## src/rtl/pwm_pkg.sv

```systemverilog
// Shared constants for the PWM timebase and the PWM output stage.
package pwm_pkg;

    localparam int CNT_W_DEF = 7;
    localparam int DIV_W_DEF = 8;

    // Reset values for the single-bit flags; vectors reset to all zeros.
    localparam logic TICK_RST = 1'b0;
    localparam logic PEND_RST = 1'b0;

endpackage

```

## src/rtl/pwm_timebase_if.sv

```systemverilog
// Control/status bundle between the PWM controller (master) and the timebase (slave).
interface pwm_timebase_if
    import pwm_pkg::*;
#(
    parameter int CNT_W = CNT_W_DEF,
    parameter int DIV_W = DIV_W_DEF
);

    logic             EN;
    logic [DIV_W-1:0] DIV;
    logic [CNT_W-1:0] PER_IN;
    logic [CNT_W-1:0] CCR_IN;
    logic             CCR_WR;
    logic [CNT_W-1:0] TCR;
    logic [CNT_W-1:0] CCR;
    logic             E;
    logic             TICK;
    logic             PEND;

    modport master (
        output EN, DIV, PER_IN, CCR_IN, CCR_WR,
        input  TCR, CCR, E, TICK, PEND
    );

    modport slave (
        input  EN, DIV, PER_IN, CCR_IN, CCR_WR,
        output TCR, CCR, E, TICK, PEND
    );

endinterface

```

## src/rtl/pwm_prescaler.sv

```systemverilog
// Prescaler: one count step every div+1 enabled clocks; step is the same-cycle
// decode, tick is its registered copy for the outside world.
module pwm_prescaler
    import pwm_pkg::*;
#(
    parameter int DIV_W = DIV_W_DEF
) (
    input  logic             CLK,
    input  logic             RST_N,
    input  logic             en,
    input  logic [DIV_W-1:0] div,
    output logic             step,
    output logic             tick
);

    logic [DIV_W-1:0] psc;

    // >= rather than == so a lowered div mid-count steps at once instead of wrapping the counter.
    assign step = en && (psc >= div);

    always_ff @(posedge CLK) begin
        if (!RST_N) begin
            psc  <= '0;
            tick <= TICK_RST;
        end else begin
            tick <= step;
            if (en) begin
                if (step) begin
                    psc <= '0;
                end else begin
                    psc <= psc + 1'b1;
                end
            end
        end
    end

endmodule

```

## src/rtl/pwm_timebase.sv

```systemverilog
// PWM timebase: prescaled up-counter with wrap-time period reload and a
// shadowed compare register that only updates on the period boundary.
module pwm_timebase
    import pwm_pkg::*;
#(
    parameter int CNT_W = CNT_W_DEF,
    parameter int DIV_W = DIV_W_DEF
) (
    input  logic          CLK,
    input  logic          RST_N,
    pwm_timebase_if.slave bus
);

    logic             step;
    logic             tick_q;
    logic             wrap;
    logic [CNT_W-1:0] tcr_q;
    logic [CNT_W-1:0] per_act_q;
    logic [CNT_W-1:0] ccr_q;
    logic [CNT_W-1:0] shadow_q;
    logic             pend_q;

    pwm_prescaler #(
        .DIV_W (DIV_W)
    ) u_prescaler (
        .CLK   (CLK),
        .RST_N (RST_N),
        .en    (bus.EN),
        .div   (bus.DIV),
        .step  (step),
        .tick  (tick_q)
    );

    assign wrap = step && (tcr_q == per_act_q);

    // The period is only re-read at wrap so a shorter request can never strand TCR above it.
    always_ff @(posedge CLK) begin
        if (!RST_N) begin
            tcr_q     <= '0;
            per_act_q <= bus.PER_IN;
        end else if (step) begin
            if (wrap) begin
                tcr_q     <= '0;
                per_act_q <= bus.PER_IN;
            end else begin
                tcr_q <= tcr_q + 1'b1;
            end
        end
    end

    // A write landing exactly on the wrap goes straight to CCR so it is not deferred a full period.
    always_ff @(posedge CLK) begin
        if (!RST_N) begin
            ccr_q    <= '0;
            shadow_q <= '0;
            pend_q   <= PEND_RST;
        end else if (wrap) begin
            if (bus.CCR_WR) begin
                ccr_q    <= bus.CCR_IN;
                shadow_q <= bus.CCR_IN;
            end else if (pend_q) begin
                ccr_q <= shadow_q;
            end
            pend_q <= 1'b0;
        end else if (bus.CCR_WR) begin
            shadow_q <= bus.CCR_IN;
            pend_q   <= 1'b1;
        end
    end

    assign bus.TCR  = tcr_q;
    assign bus.CCR  = ccr_q;
    assign bus.E    = (tcr_q == '0);
    assign bus.TICK = tick_q;
    assign bus.PEND = pend_q;

endmodule
```

## src/flat_wrapper.sv

```systemverilog
// flat-port wrapper written by rule: the top's interface ports become plain ports
module pwm_timebase_flat import pwm_pkg::*;
#(
    parameter int CNT_W = CNT_W_DEF,
    parameter int DIV_W = DIV_W_DEF
)
  (CLK, RST_N, bus_EN, bus_DIV, bus_PER_IN, bus_CCR_IN, bus_CCR_WR, bus_TCR, bus_CCR, bus_E, bus_TICK, bus_PEND);
  pwm_timebase_if #(.CNT_W(CNT_W), .DIV_W(DIV_W)) bus_i ();
  input  logic CLK;
  input  logic RST_N;
  input wire logic [$bits(bus_i.EN)-1:0] bus_EN;
  input wire logic [$bits(bus_i.DIV)-1:0] bus_DIV;
  input wire logic [$bits(bus_i.PER_IN)-1:0] bus_PER_IN;
  input wire logic [$bits(bus_i.CCR_IN)-1:0] bus_CCR_IN;
  input wire logic [$bits(bus_i.CCR_WR)-1:0] bus_CCR_WR;
  output wire logic [$bits(bus_i.TCR)-1:0] bus_TCR;
  output wire logic [$bits(bus_i.CCR)-1:0] bus_CCR;
  output wire logic [$bits(bus_i.E)-1:0] bus_E;
  output wire logic [$bits(bus_i.TICK)-1:0] bus_TICK;
  output wire logic [$bits(bus_i.PEND)-1:0] bus_PEND;
  assign bus_i.EN = bus_EN;
  assign bus_i.DIV = bus_DIV;
  assign bus_i.PER_IN = bus_PER_IN;
  assign bus_i.CCR_IN = bus_CCR_IN;
  assign bus_i.CCR_WR = bus_CCR_WR;
  assign bus_TCR = bus_i.TCR;
  assign bus_CCR = bus_i.CCR;
  assign bus_E = bus_i.E;
  assign bus_TICK = bus_i.TICK;
  assign bus_PEND = bus_i.PEND;
  pwm_timebase #(.CNT_W(CNT_W), .DIV_W(DIV_W)) u_core (.CLK(CLK), .RST_N(RST_N), .bus(bus_i));
endmodule
```

## config.mk

```make
export PLATFORM = sky130hd
export DESIGN_NAME = pwm_timebase_flat
export DESIGN_NICKNAME = d
export VERILOG_FILES = /design/src/rtl/pwm_pkg.sv /design/src/rtl/pwm_timebase_if.sv /design/src/rtl/pwm_prescaler.sv /design/src/rtl/pwm_timebase.sv /design/src/flat_wrapper.sv
export SDC_FILE = /design/constraint.sdc
export NUM_CORES = 1
export LEC_CHECK = 0
export CAP_MARGIN = 0
export CORE_MARGIN = 4
export CORE_UTILIZATION = 53
export CTS_CLUSTER_DIAMETER = 50
export DETAILED_ROUTE_END_ITERATION = 12
export GPL_ROUTABILITY_DRIVEN = 0
export PLACE_DENSITY = 0.82
export SLEW_MARGIN = 0
export SYNTH_ARGS = -nofsm -noshare
export SYNTH_HDL_FRONTEND = slang
export SYNTH_SLANG_ARGS = --single-unit
export TNS_END_PERCENT = 30
```

## constraint.sdc

```tcl
create_clock -name CLK -period 4.34 [get_ports CLK]
set_input_delay 0.868 -clock CLK [delete_from_list [all_inputs] [get_ports CLK]]
set_output_delay 0.868 -clock CLK [all_outputs]
set_load 0.005 [all_outputs]
```

# Word-level counts from Yosys, hierarchy flattened
# Cells that the tools add are included.
# Widths: inputs -> output; s select.
# totals
ff_bits	38
latch_bits	0
ramBits	0
mem_bits_ro	0
input_bits	26
out_inout_bits	17
wordCells	28
memories	0
# op_classes
addsub	2
mul	0
div	0
n_lt_le_gt_ge	1
eq_ne	3
shifts	0
n_mux	7
bitwise	1
reduce_logical	7
# ops
op	count
$mux 7	6
$add 8x1->8 const B	1
$ge 8x8->1	1
$mux 8	1
$add 7x1->7 const B	1
$eq 7x7->1	1
$logic_not 7->1	1
$ne 2x1->1 const B	2
$reduce_and 2->1	2
$logic_and 1x1->1	2
$reduce_bool 2->1	1
$reduce_or 2->1	1
$not 1->1	1

# Longest topological paths before layout
# logic_depth
depth_word	6
depth_mapped	7
depth_no_buf	7

# Modules after synthesis
# A second synthesis with hierarchy kept.
# unflattened
hier_cells	184
area_unflattened_um2	1863.0
# modules_own_cells
mod	instances	cells_each	area_each_um2	seq_area_each_um2
pwm_timebase	1	113	1223.7	650.6
pwm_prescaler	1	71	639.4	180.2

# Worst setup path before layout
# No wires, ideal clock.
# synth_timing
path_type	input-to-reg
startpoint	input bus_DIV[0]
endpoint	register u_core.per_act_q[0] (enable)
setup_time_ps	327
t_arrival_ps	2339
t_required_ps	4013
setup_slack_ps	1674
path_stages	5
path_buffers	0
path_cell_list	ha_1 -> nand2b_1 -> a2111o_1 -> a32oi_4 -> o21ai_1
# synth_between
elab_chain_len	5
elab_cells_between_ends	6
cone_classes	order compare (1); eq/ne (2); reduce/logical (3)
# synth_lines
item	line	text
start, declared	flat_wrapper.sv:12	input wire logic [$bits(bus_i.DIV)-1:0] bus_DIV;
$ge 8x8->1 *	pwm_prescaler.sv:19	assign step = en && (psc >= div);
$logic_and 1x1->1 *	pwm_prescaler.sv:19	
$logic_and 1x1->1	pwm_timebase.sv:34	assign wrap = step && (tcr_q == per_act_q);
$ne 2x1->1 (no line)	-	
$reduce_and 2->1 (no line) *	-	
end signal, assigned	pwm_timebase.sv:40	per_act_q <= bus.PER_IN;
end signal, assigned	pwm_timebase.sv:44	per_act_q <= bus.PER_IN;
end, declared	pwm_timebase.sv:18	logic [CNT_W-1:0] per_act_q;
# Mark *: on every way between the ends. The rest lies on a longest branch, timed or not.
# A chain may end at the register's enable or synchronous reset.

# Worst setup path after layout
# layout_timing
startpoint	register u_core.tcr_q[0] (netlist: u_core.bus.TCR[0])
endpoint	output bus_E
# layout_between
elab_chain_len	1
# layout_lines
item	line	text
start, declared	pwm_timebase.sv:17	logic [CNT_W-1:0] tcr_q;
start signal, assigned	pwm_timebase.sv:46	tcr_q <= tcr_q + 1'b1;
$logic_not 7->1	pwm_timebase.sv:73	assign bus.E = (tcr_q == '0);
end, declared	flat_wrapper.sv:18	output wire logic [$bits(bus_i.E)-1:0] bus_E;
# No other way between the ends.

==> impl_metrics.ini <==
[outcome]
outcome = finished, final reports clean

[placed_design]
placement.io_buffers = 42
numPlacedInstances = 256
dp.final_hpwl_um = 2940

[setup_path]
cp.required_ns = 3.47
arrival_ns = 2.26
worst_setup_path_start_kind = flop
timing_worst_setup_path_type = flop to output port
ff2ff_path_depth = 6
r2r-end = u_core.per_act_q[4]
reg2reg_from = u_core.u_prescaler.psc[0]
cpMaxStageDelayCell = sky130_fd_sc_hd__or4b_2
end_kind = output port
max_stage_delay_ns = 0.58
crit_path_max_fanout = 7
rrSetupSlack_ns = 1.80
timing.critical_path.from = u_core.bus.TCR[0]
worstPathCellList = inv_1 > ha_1 > or4b_2 > nor3_1 > clkdlybuf4s50_1

[logic_synthesis]
synth-warning-count = 0
yosys.cell_count.top_type = sky130_fd_sc_hd__dfxtp_1
postSynthAreaPerCell_um2 = 10.4
ys_seq_area_share_pct = 45.8
postSynthCellCount = 174
ys_top_cells_by_count = sky130_fd_sc_hd__dfxtp_1 (31), sky130_fd_sc_hd__inv_1 (12), sky130_fd_sc_hd__ha_1 (11)
synth_top_cells_by_area = sky130_fd_sc_hd__dfxtp_1 (34%), sky130_fd_sc_hd__edfxtp_1 (12%), sky130_fd_sc_hd__ha_1 (7.6%), sky130_fd_sc_hd__mux2i_1 (4.4%), sky130_fd_sc_hd__mux2_2 (4.3%)
proportion_of_netlist_area_held_by_the_largest_area_contributor_pct = 34.2
synth-edff-count = 7
synth_nets = 211
synth_async_sr_flop_share_pct = 0
synth_ff_type = sky130_fd_sc_hd__dfxtp_1
synth.distinct_cells = 38
synth.cell_area_um2 = 1810
yosys_register_bits = 38
yosys.area.top_type = sky130_fd_sc_hd__dfxtp_1

[min_path]
hold_end = u_core.u_prescaler.psc[7]
min-delay-start = u_core.u_prescaler.psc[7]
whs_path_depth = 2
hp-class = flop to flop

[final_layout]
area.sequential_um2 = 831
fillCellCount = 254
final_layout_size_suffix_gt1_share_pct = 8.64
syn2layout_area_growth_pct = 28.1
fin_cells = 264
nets = 256
multi_input_comb_area_um2 = 923
antenna_cells_inserted = 0

[route]
route.antenna.remaining_nets = 0
postRouteWirelength_um = 3860
dr_wl_met3_um = 201
wl_met2_um = 1940
vias = 1414
drt_pass1_iterations = 4
dr.max_layer_used = met4
dr.first_iter.drc_count = 90
drc = 0
post_drt_wl_per_cell_um = 14.6
post_drt_via_cell_ratio = 5.36
routed_metal_1_wire_length_um = 1640

[clock_network]
ctsHoldBuffers = 0
cts_buffer_count = 5
htreeDepth = 2
cts_post_setup_buffers_inserted = 0
cts_tree = yes
worstSkewPairLatency_ns = 0.34
cts.sinks = 38
post_cts_resized = 0
clk_path_buf_depth = 2
clk_root_buffer_cell = sky130_fd_sc_hd__clkbuf_4
path_clk_slew_ns = 0.11

[grt]
antenna_found_initial = 0
grt_use_total_pct = 19.6
grt_pass1_vias = 1488
grt_overflow_total = 0
grt_pass1_wl_um = 6620
largest_net_degree_at_the_start_of_global_routing = 25

[run]
max_cap_violations = 0

[timing]
final.setup_skew_ns = 0.00770
post-route-min-period_ns = 3.13
ratio_of_final_minimum_period_to_clock_period_pct = 72.2
max_slew_margin_pct = 36.0
timing.setup.tns_ns = 0
setup_viol = 0
grt_setup_unrepaired = false
fmaxAchievable_mhz = 319
tightest_slew_ns = 0.954
finalHoldViolCount = 0
drv_slew = 0

[floorplan]
die_h_um = 66.5
floorplan.initialDensity_pct = 57.5
placementRows = 20
floorplan.core_area_um2 = 3150
floorplan.io_pins = 43
die_width_um = 66.5
design.die.area_um2 = 4420

[power_and_ir_drop]
power_density_nw_per_um2 = 264
p_leak_nw = 0.937
vdd_drop_max_v = 0.000238
-- routing by layer --
metal | track usage (%) | up-vias
li1 | - | 699
met1 | 23.7 | 663
met2 | 32.7 | 44
met3 | 5.90 | 8
met4 | 7.11 | 0
met5 | 0 | -
-- registers in the layout (all words and copies together), names as in the netlist --
register,flops
u_core.per_act_q,7
u_core.bus.TCR,7
u_core.bus.PEND,1
u_core.u_prescaler.tick,1
u_core.bus.CCR,7
u_core.u_prescaler.psc,8
u_core.shadow_q,7
-- power breakdown --
part           internal [mW]  switching [mW]  leakage [nW]
logic                 0.0374          0.0283         0.587
registers              0.370         0.00572         0.320
clock network         0.0609           0.112        0.0297
total                  0.468           0.146         0.937
-- final cells by class --
cell class	count	share of cell area [%]
Clock inverter	2	0.377
Inverter	12	1.94
Sequential cell	38	35.7
Clock buffer	6	1.78
Timing Repair Buffer	42	18.1
Multi-Input combinational cell	120	39.7
Tap cell	44	2.37
-- stage by stage --
step	total power, mW	hold WS, ns	cell area [µm²]	setup slack, ns	util, %
after floorplan	0.417	0.483	1810	1.67	-
after global routing	0.646	0.557	2320	1.06	73.7
final	0.614	0.531	2320	1.21	73.7
after detailed placement	0.449	0.505	2270	0.939	72.1
after CTS	0.618	0.536	2320	1.22	73.7
after global placement	0.445	0.503	2270	1.09	72.1
-- worst max path at each step --
stage                          end  slack [ns]
6_report                     bus_E        1.21
4_1_cts                      bus_E        1.22
2_1_floorplan  u_core.per_act_q[0]        1.67
5_1_grt                      bus_E        1.06
3_5_place_dp   u_core.per_act_q[3]        0.94
3_3_place_gp   u_core.per_act_q[3]        1.09
-- cells by family (layout without fill, tap and decap cells) --
group / after synthesis / count (layout) / synth area share [%]
simple gates: 58 / 58 / 18.7
compound gates: 22 / 22 / 9.10
xor+xnor: 14 / 14 / 6.76
buf+inv: 16 / 62 / 3.31
mux: 15 / 15 / 8.76
fa+ha+maj: 11 / 11 / 7.59
flops: 38 / 38 / 45.8
-- placed cells by master, fill, tap and decap left out, drive strengths merged, types with 2 or more instances in the layout --
master,netlist,routed
o31ai,3,3
or4,3,3
o21a,2,2
nand3,7,7
edfxtp,7,7
mux2,7,7
nand2,9,9
nor3,2,2
inv,12,12
dfxtp,31,31
clkbuf,4,6
nor2b,7,7
a21oi,7,7
nand2b,2,2
o21ai,3,3
xor2,9,9
and2,8,8
clkinv,0,2
xnor2,5,5
nand4,4,4
clkdlybuf4s50,0,42
ha,11,11
nor2,10,10
mux2i,8,8
-- critical path, delay by kind of cell, from the launching register on --
family        cells  cell delay [ns]
simple gates      2             0.73
buf+inv           2             0.65
flops             1             0.40
fa+ha+maj         1             0.15
No activity file was read; power rests on OpenSTA's default activity.
